**config.mk**
```make
export PLATFORM = sky130hd
export DESIGN_NAME = tinker_fetch_queue_flat
export DESIGN_NICKNAME = d
export VERILOG_FILES = /design/src/rtl/tinker_fetch_pkg.sv /design/src/rtl/tinker_fetch_queue_if.sv /design/src/rtl/tinker_sync_fifo.sv /design/src/rtl/tinker_fetch_queue.sv /design/src/flat_wrapper.sv
export SDC_FILE = /design/constraint.sdc
export NUM_CORES = 1
export LEC_CHECK = 0
export CORE_MARGIN = 3
export CORE_UTILIZATION = 30
export DETAILED_ROUTE_END_ITERATION = 8
export HOLD_SLACK_MARGIN = 0.05
export SYNTH_ARGS = -nofsm -noshare
export SYNTH_HDL_FRONTEND = slang
export SYNTH_SLANG_ARGS = --single-unit
export TNS_END_PERCENT = 5
```
**constraint.sdc**
```tcl
create_clock -name clk -period 12 [get_ports clk]
set_input_delay 2.4 -clock clk [delete_from_list [all_inputs] [get_ports clk]]
set_output_delay 2.4 -clock clk [all_outputs]
set_load 0.005 [all_outputs]
```
**src/rtl/tinker_fetch_pkg.sv**
```systemverilog
// tinker_fetch_pkg: shared constants and queue entry type for the Tinker fetch front end
// Ports: none (package). Entry fields are sized for the widest supported PC/instruction.
package tinker_fetch_pkg;
  localparam logic [63:0] DEF_RESET_PC = 64'h2000;
  localparam int DEF_PC_INC = 4;
  localparam int PC_W = 64;
  localparam int IW = 32;
  typedef struct packed {
    logic [PC_W-1:0] pc;
    logic [IW-1:0] instr;
  } fetch_entry_t;
endpackage

```
**src/rtl/tinker_fetch_queue_if.sv**
```systemverilog
// tinker_fetch_queue_if: memory request/response, redirect and decode handshake bundle
// master: fetch queue side (drives requests and queue head); slave: memory/decode side.
interface tinker_fetch_queue_if #(
  parameter int ADDR_W = 64,
  parameter int INSTR_W = 32,
  parameter int DEPTH = 4
);
  localparam int CW = $clog2(DEPTH + 1);
  logic imem_req_valid;
  logic [ADDR_W-1:0] imem_req_addr;
  logic imem_req_ready;
  logic imem_resp_valid;
  logic [INSTR_W-1:0] imem_resp_data;
  logic redirect;
  logic [ADDR_W-1:0] redirect_pc;
  logic out_valid;
  logic [INSTR_W-1:0] out_instr;
  logic [ADDR_W-1:0] out_pc;
  logic out_ready;
  logic [CW-1:0] count;
  modport master (
    output imem_req_valid, imem_req_addr, out_valid, out_instr, out_pc, count,
    input imem_req_ready, imem_resp_valid, imem_resp_data, redirect, redirect_pc, out_ready
  );
  modport slave (
    input imem_req_valid, imem_req_addr, out_valid, out_instr, out_pc, count,
    output imem_req_ready, imem_resp_valid, imem_resp_data, redirect, redirect_pc, out_ready
  );
endinterface

```
**src/rtl/tinker_sync_fifo.sv**
```systemverilog
// tinker_sync_fifo: power-of-two ring buffer of fetch entries with show-ahead head
// Ports: clk, reset (async), flush (sync clear, wins over push/pop), push/din, pop, head, count.
module tinker_sync_fifo
  import tinker_fetch_pkg::*;
#(
  parameter int DEPTH = 4,
  localparam int CW = $clog2(DEPTH + 1)
) (
  input  logic         clk,
  input  logic         reset,
  input  logic         flush,
  input  logic         push,
  input  fetch_entry_t din,
  input  logic         pop,
  output fetch_entry_t head,
  output logic [CW-1:0] count
);
  localparam int AW = $clog2(DEPTH);
  fetch_entry_t mem [DEPTH];
  logic [AW-1:0] wr_ptr, rd_ptr;
  logic do_push, do_pop;
  assign do_push = push && !flush;
  assign do_pop = pop && count != '0 && !flush;
  assign head = mem[rd_ptr];
  always_ff @(posedge clk)
    if (do_push) mem[wr_ptr] <= din;
  always_ff @(posedge clk or posedge reset)
    if (reset) begin
      wr_ptr <= '0;
      rd_ptr <= '0;
      count <= '0;
    end else if (flush) begin
      wr_ptr <= '0;
      rd_ptr <= '0;
      count <= '0;
    end else begin
      wr_ptr <= wr_ptr + AW'(do_push);
      rd_ptr <= rd_ptr + AW'(do_pop);
      count <= count + CW'(do_push) - CW'(do_pop);
    end
  // Credit accounting upstream must make a push into a full buffer impossible unless it pops too.
  a_no_overflow: assert property (@(posedge clk) disable iff (reset)
    do_push |-> (count != CW'(DEPTH) || do_pop));
endmodule

```
**src/rtl/tinker_fetch_queue.sv**
```systemverilog
// tinker_fetch_queue: credit-limited instruction prefetcher with redirect flush and stale-response drop
// Ports: clk, reset (async, active-high), bus (master modport: imem request/response,
// redirect, decode valid/ready head, occupancy count).
module tinker_fetch_queue
  import tinker_fetch_pkg::*;
#(
  parameter logic [63:0] RESET_PC = DEF_RESET_PC,
  parameter int DEPTH = 4,
  parameter int ADDR_W = PC_W,
  parameter int INSTR_W = IW,
  parameter int PC_INC = DEF_PC_INC
) (
  input logic clk,
  input logic reset,
  tinker_fetch_queue_if.master bus
);
  localparam int CW = $clog2(DEPTH + 1);
  logic [ADDR_W-1:0] fetch_pc, resp_pc;
  logic [CW-1:0] inflight, stale, inflight_next, count;
  logic accept, resp, push, pop;
  fetch_entry_t head;
  // Outstanding requests hold a queue slot, so queue plus in-flight never exceeds DEPTH.
  assign bus.imem_req_valid = !reset && ({1'b0, count} + {1'b0, inflight} < (CW+1)'(DEPTH));
  assign bus.imem_req_addr = fetch_pc;
  assign accept = bus.imem_req_valid && bus.imem_req_ready;
  assign resp = bus.imem_resp_valid && inflight != '0;
  assign push = resp && stale == '0 && !bus.redirect;
  assign pop = bus.out_valid && bus.out_ready;
  assign inflight_next = inflight + CW'(accept) - CW'(resp);
  always_ff @(posedge clk or posedge reset)
    if (reset) begin
      fetch_pc <= RESET_PC[ADDR_W-1:0];
      resp_pc <= RESET_PC[ADDR_W-1:0];
      inflight <= '0;
      stale <= '0;
    end else begin
      inflight <= inflight_next;
      fetch_pc <= bus.redirect ? bus.redirect_pc : accept ? fetch_pc + ADDR_W'(PC_INC) : fetch_pc;
      resp_pc <= bus.redirect ? bus.redirect_pc : push ? resp_pc + ADDR_W'(PC_INC) : resp_pc;
      // Everything still outstanding after a redirect belongs to the old stream.
      stale <= bus.redirect ? inflight_next : stale - CW'(resp && stale != '0);
    end
  tinker_sync_fifo #(.DEPTH(DEPTH)) fifo (
    .clk(clk),
    .reset(reset),
    .flush(bus.redirect),
    .push(push),
    .din('{pc: PC_W'(resp_pc), instr: IW'(bus.imem_resp_data)}),
    .pop(pop),
    .head(head),
    .count(count)
  );
  assign bus.out_valid = count != '0;
  assign bus.out_pc = head.pc[ADDR_W-1:0];
  assign bus.out_instr = head.instr[INSTR_W-1:0];
  assign bus.count = count;
  a_resp_protocol: assert property (@(posedge clk) disable iff (reset)
    bus.imem_resp_valid |-> inflight != '0);
endmodule

```
**src/flat_wrapper.sv**
```systemverilog
// flat-port wrapper written by rule: the top's interface ports become plain ports
module tinker_fetch_queue_flat import tinker_fetch_pkg::*;
#(
  parameter logic [63:0] RESET_PC = DEF_RESET_PC,
  parameter int DEPTH = 4,
  parameter int ADDR_W = PC_W,
  parameter int INSTR_W = IW,
  parameter int PC_INC = DEF_PC_INC
)
  (clk, reset, bus_imem_req_valid, bus_imem_req_addr, bus_out_valid, bus_out_instr, bus_out_pc, bus_count, bus_imem_req_ready, bus_imem_resp_valid, bus_imem_resp_data, bus_redirect, bus_redirect_pc, bus_out_ready);
  tinker_fetch_queue_if #(.ADDR_W(ADDR_W), .INSTR_W(INSTR_W), .DEPTH(DEPTH)) bus_i ();
  input logic clk;
  input logic reset;
  output wire logic [$bits(bus_i.imem_req_valid)-1:0] bus_imem_req_valid;
  output wire logic [$bits(bus_i.imem_req_addr)-1:0] bus_imem_req_addr;
  output wire logic [$bits(bus_i.out_valid)-1:0] bus_out_valid;
  output wire logic [$bits(bus_i.out_instr)-1:0] bus_out_instr;
  output wire logic [$bits(bus_i.out_pc)-1:0] bus_out_pc;
  output wire logic [$bits(bus_i.count)-1:0] bus_count;
  input wire logic [$bits(bus_i.imem_req_ready)-1:0] bus_imem_req_ready;
  input wire logic [$bits(bus_i.imem_resp_valid)-1:0] bus_imem_resp_valid;
  input wire logic [$bits(bus_i.imem_resp_data)-1:0] bus_imem_resp_data;
  input wire logic [$bits(bus_i.redirect)-1:0] bus_redirect;
  input wire logic [$bits(bus_i.redirect_pc)-1:0] bus_redirect_pc;
  input wire logic [$bits(bus_i.out_ready)-1:0] bus_out_ready;
  assign bus_imem_req_valid = bus_i.imem_req_valid;
  assign bus_imem_req_addr = bus_i.imem_req_addr;
  assign bus_out_valid = bus_i.out_valid;
  assign bus_out_instr = bus_i.out_instr;
  assign bus_out_pc = bus_i.out_pc;
  assign bus_count = bus_i.count;
  assign bus_i.imem_req_ready = bus_imem_req_ready;
  assign bus_i.imem_resp_valid = bus_imem_resp_valid;
  assign bus_i.imem_resp_data = bus_imem_resp_data;
  assign bus_i.redirect = bus_redirect;
  assign bus_i.redirect_pc = bus_redirect_pc;
  assign bus_i.out_ready = bus_out_ready;
  tinker_fetch_queue #(.RESET_PC(RESET_PC), .DEPTH(DEPTH), .ADDR_W(ADDR_W), .INSTR_W(INSTR_W), .PC_INC(PC_INC)) u_core (.clk(clk), .reset(reset), .bus(bus_i));
endmodule
```
Yosys cells after proc, flatten, opt, wreduce, memory -nomap -nowiden
Memories as Yosys holds them, arrays and structs flattened.
Index checks and enable logic that the tools add are counted.
- flip-flop bits (word level): 141
- bits in writable memories: 384
- input port bits: 102
- output and inout port bits: 165
- word-level logic and storage cells: 47
- memories kept: 1
- add/sub/neg operators: 10
- order comparisons: 1
- muxes and demuxes: 10
- reduce and logical (&&, ||, !) cells: 18
- memories (name ; words ; width ; read ports ; clocked after Yosys merged registers in ; wr ports ; RTL line ; text):
    u_core.fifo.mem ; 4 ; 96 ; 1 ; 0 ; 1 ; tinker_sync_fifo.sv:19 ; fetch_entry_t mem [DEPTH];
- operators with widths (kind ; number):
    64-bit 2-to-1 mux ; 4
    64-bit by 3-bit adder with 64-bit output, second input constant ; 2
    1-bit logical AND ; 10
    3-bit nonzero test ; 3
    3-bit by 1-bit subtractor with 3-bit output ; 3
    3-bit by 1-bit adder with 3-bit output ; 2
    3-bit 2-to-1 mux ; 2
    2-bit by 1-bit adder with 2-bit output ; 2
    3-bit by 3-bit adder with 4-bit output ; 1
    4-bit by 3-bit less-than comparator with 1-bit output, second input constant ; 1
    2-bit 2-to-1 mux ; 2
    2-bit nonzero test ; 2
    3-bit zero test ; 1
    1-bit zero test ; 2
    1-bit 2-to-1 mux ; 2

Logic depth before layout (Yosys ltp)
- depth after elaboration: 8
- depth in mapped cells: 12
- mapped depth without buffers: 11

Modules after synthesis
A second synthesis with hierarchy kept.
- cell total of the unflattened synthesis: 1473
- area total of the unflattened synthesis: 22819.4 um^2
- by module, submodules not included (module ; times used ; cells an instance ; area each (um^2)):
    tinker_sync_fifo ; 1 ; 536 ; 14243.7
    tinker_fetch_queue ; 1 ; 937 ; 8575.7

Least setup slack after synthesis
Ideal clock, no wire load.
- path type: input-to-reg
- from: input bus_imem_resp_valid
- to: memory u_core.fifo.mem[0][0] (netlist bit) (enable)
- setup time: 669 ps
- arrival: 9823 ps
- data required time: 11331 ps
- setup slack: 1509 ps
- cell stages on the path: 6
- path buffers: 1
- cells stage by stage: o31ai_1 or2_2 clkbuf_1 nor2_1 inv_1 nor3_1
- word-level cells in the longest chain between the ends: 6
- RTL lines (what ; RTL line ; text):
    from (decl) ; flat_wrapper.sv:21 ; input wire logic [$bits(bus_i.imem_resp_valid)-1:0] bus_imem_resp_valid;
    1-bit logical AND ; tinker_fetch_queue.sv:26 ; assign resp = bus.imem_resp_valid && inflight != '0;
    1-bit logical AND (2 in a row) ; tinker_fetch_queue.sv:27 ; assign push = resp && stale == '0 && !bus.redirect;
    1-bit logical AND ; tinker_sync_fifo.sv:22 ; assign do_push = push && !flush;
    1-bit 2-to-1 mux ; tinker_sync_fifo.sv:26 ; if (do_push) mem[wr_ptr] <= din;
    1-bit 2-to-1 mux (implied by the code) ; tinker_sync_fifo.sv:26 ;
    to (decl) ; tinker_sync_fifo.sv:19 ;
Every way passes these cells.

Worst setup path after layout
- from: input reset
- to: output bus_imem_req_valid
- word-level cells in the longest chain between the ends: 2
- RTL lines (what ; RTL line ; text):
    from (decl) ; flat_wrapper.sv:13 ; input logic reset;
    1-bit zero test (no source line) ; - ;
    1-bit logical AND ; tinker_fetch_queue.sv:23 ; assign bus.imem_req_valid = !reset && ({1'b0, count} + {1'b0, inflight} < (CW+1)'(DEPTH));
    to (decl) ; flat_wrapper.sv:14 ; output wire logic [$bits(bus_i.imem_req_valid)-1:0] bus_imem_req_valid;
Every way passes these cells.

==> impl_results.md <==
* Status: completed
* Post-synth EDFFs at between 300 and 400
* Reg2reg end: u_core.fifo.mem[0][36]$_DFFE_PP_
* Clk_skew at around 0.020 ns
* Largest net degree at the start of global routing at between 80 and 90
* Reg2reg start: u_core.stale[0]$_DFF_PP0_
* Clk_lat worst skew at 0.61 ns
* Chip Height at ~280 µm
* Synth Register Bits at 525
* Diodes inserted at 0
* Hold Vio Cnt, Final at 0
* PD cells at roughly 170 nW/µm²
* Reg2reg path depth at 7
* Switching power total at approximately 1.2 mW
* Syn nets at 1600
* CP endpoint kind: primary output
* Slew at the pin closest to its max-slew limit at 1.05 ns
* Worst Setup Start Kind: primary input
* Post-synthesis sequential area ratio at 66.6%
* Synth warn at 0
* Internal power at between 3 and 4 mW
* CP endpoint: bus_imem_req_valid
* Sequential power share at between 40% and 50%
* Comb power frac at between 10% and 20%
* DR vias/cell at approximately 5.3
* Worst setup path class: primary input to primary output
* Core Rows at 100
* Nets at about 1900
* CTS tree: yes
* Vias in the first global route at approximately 15000
* Met2 wire len at 30800 µm
* RSZ-0062 raised after global routing: false
* CP arrival at around 4 ns
* Drc violations at 0
* Met3 WL at a little under 4000 µm
* DR WL/cell at about 23 µm
* Port-buffer cells at approximately 270
* Syn-to-layout area delta at 25.0%
* MaxCap Viol Count at 0
* I/O pin cnt at around 270
* Part of the cycle the worst path needs at between 50 and 60%
* Worst EP required at approximately 9.6 ns
* Grt total ovfl at 0
* Clk pin slew, worst setup/hold paths at around 0.06 ns
* CTS Hold Bufs at 0
* Post_cts resized at 0
* Post-Syn Instances at 1484
* CTS root buf: clkbuf_16
* Core ar. at 74600 µm²
* First-pass iteration count of the detailed router at 5
* Initial antenna violation count at 2
* Power Total at 4.69 mW
* Die area at roughly 80000 µm²
* Clock Sinks at roughly 530
* CTS buffer count at between 50 and 60
* Final hold slack at about 0.53 ns
* Unique cell type count in the Yosys netlist at between 50 and 60
* Detailed Route Iter0 Violations at around 1100
* Hold crit path type: flip-flop to flip-flop
* Worst-path fanout max at 3
* Final HPWL DP at 44400 µm
* LEAKAGE at between 9 and 10 nW
* Worst ir drop on vdd at just under 0.1 mV
* Crit path launch: reset
* Routed via count at approximately 15000
* Netlist Area Pre-Place at 22600 µm²
* Global-route wire length before repair at between 90000 and 100000 µm
* Max_slew headroom at roughly 29%
* Switching Share at approximately a quarter
* Share of cells above drive strength 1 at ~15%
* Reg-to-reg slack, setup at around 8.4 ns
* Combined area of the multi-input logic cells at 7200 µm²
* Final ANT Viol Nets at 0
* Max-slew violation count at 0
* Die span in x at around 280 µm
* Post-CTS Setup Bufs at 0
* CTS H-Tree Depth at 2
* Mean Syn Cell Area at about 15 µm²
* DR top layer: met5
* Post-synth ARST share at 26.9%
* Total track usage at roughly 16%
* Fillers at between 6000 and 7000
* Drt total wl at approximately 64000 µm
* Min Tclk post-route at 6.34 ns
* Sequential cell area at ~15000 µm²
* CTS Buffer Depth at 3
* Dominant synthesized flop cell: edfxtp_1
* Initial core utilization at 30.3%
* F_max at between 150 and 200 MHz
* Clk network pwr share at a little under two fifths
* Setup TNS Final at 0 ns
* Post-Route M1 WL at about 28000 µm
* Final setup fails at 0
* Gpl congestion at between 0.8 and 0.9
-- kinds of logic after synthesis --
family | share of synthesized area, %
flops | 66.6
fa+ha+maj | 0.841
buf+inv | 1.64
mux | 11.6
simple gates | 12.4
xor+xnor | 2.32
compound gates | 4.56
-- metal layers --
| layer | up-vias | global-route usage [%] |
|---|---|---|
| met2 | 504 | 26.2 |
| li1 | 6494 | - |
| met5 | - | 0 |
| met4 | 2 | 4.42 |
| met1 | 7483 | 22.2 |
| met3 | 100 | 3.07 |
-- Yosys cell counts, drive strengths merged (4+ instances only) --
cell type / number / share of area (%)
nand4: 68 / 1.9
o2bb2ai: 4 / 0.15
nor3: 34 / 0.75
or2: 6 / 0.17
clkbuf: 49 / 0.81
o31a: 12 / 0.46
and3: 28 / 0.77
a211oi: 23 / 0.76
xnor2: 44 / 1.7
nor4b: 9 / 0.35
xor2: 16 / 0.62
ha: 12 / 0.66
nand3: 67 / 1.5
dfrtp: 139 / 15
o31ai: 24 / 0.80
inv: 25 / 0.42
edfxtp: 384 / 51
buf: 22 / 0.41
a311oi: 5 / 0.19
nand2: 75 / 1.2
nor4: 35 / 1.2
and2: 9 / 0.25
o21ai: 23 / 0.51
nor2b: 6 / 0.17
or3: 17 / 0.49
nor2: 83 / 1.4
mux4: 96 / 9.6
o21a: 5 / 0.17
and4: 19 / 0.74
nand2b: 15 / 0.42
mux2: 39 / 1.9
a31oi: 27 / 0.75
or4: 23 / 0.76
a21oi: 14 / 0.31
-- critical path, stage by stage --
cell             delay, ns
clkdlybuf4s50_1       0.50
nor4_2                0.36
and2_1                0.18
clkdlybuf4s50_1       0.49
-- layout make-up --
type | instances | area share (%)
Timing Repair Buffer | 284 | 9.89
Clock buffer | 67 | 5.21
Sequential cell | 525 | 53.3
Multi-Input combinational cell | 863 | 25.5
Tap cell | 969 | 4.29
Inverter | 25 | 0.358
Clock inverter | 41 | 1.48
-- through the flow --
| step | instance area [µm²] | cells | util [%] | setup WS, ns |
|---|---|---|---|---|
| floorplan | 22600 | 1484 | - | 1.51 |
| finish | 28300 | 2774 | 37.9 | 5.66 |
| detailed placement | 26400 | 2666 | 35.4 | 5.64 |
| CTS | 28300 | 2774 | 37.9 | 5.65 |
| global route | 28300 | 2774 | 37.9 | 5.59 |
| global placement | 26400 | 2666 | 35.4 | 5.63 |
-- flip-flops by register name (all words and copies together) (netlist names) --
register	flops
u_core.stale	3
u_core.inflight	3
u_core.fifo.rd_ptr	2
u_core.fifo.wr_ptr	2
u_core.fifo.count	3
u_core.fifo.mem	384
u_core.bus.imem_req_addr	64
u_core.resp_pc	64
-- cell usage in the layout, fill, tap and decap left out, drive strengths merged, types with 44 or more instances in the layout --
cell type	n
dfrtp	139
clkdlybuf4s50	265
nand4	68
clkbuf	67
nand3	67
xnor2	44
edfxtp	384
nor2	83
nand2	75
mux4	96
-- how the worst min path moves through the flow --
stage | start | end | slack (ns) | depth (start not counted)
3_3_place_gp | u_core.resp_pc[0]$_DFFE_PP0P_ | u_core.fifo.mem[2][32]$_DFFE_PP_ | 0.49 | 0
3_5_place_dp | u_core.resp_pc[1]$_DFFE_PP0P_ | u_core.fifo.mem[2][33]$_DFFE_PP_ | 0.51 | 0
2_1_floorplan | u_core.resp_pc[0]$_DFFE_PP0P_ | u_core.fifo.mem[0][32]$_DFFE_PP_ | 0.48 | 0
4_1_cts | u_core.resp_pc[1]$_DFFE_PP0P_ | u_core.fifo.mem[1][33]$_DFFE_PP_ | 0.52 | 0
6_report | u_core.resp_pc[0]$_DFFE_PP0P_ | u_core.fifo.mem[0][32]$_DFFE_PP_ | 0.53 | 0
5_1_grt | u_core.resp_pc[1]$_DFFE_PP0P_ | u_core.fifo.mem[3][33]$_DFFE_PP_ | 0.56 | 0
-- power groups by stage --
stage / clock (mW) / sequential (mW) / combinational [mW]
after floorplan: 0 / 2.19 / 0.396
after global placement: 0 / 2.23 / 0.736
after detailed placement: 0 / 2.24 / 0.745
after CTS: 1.80 / 2.20 / 0.750
after global routing: 1.88 / 2.22 / 0.799
final: 1.75 / 2.20 / 0.732
Note: power is estimated with default switching activity, not from simulation.
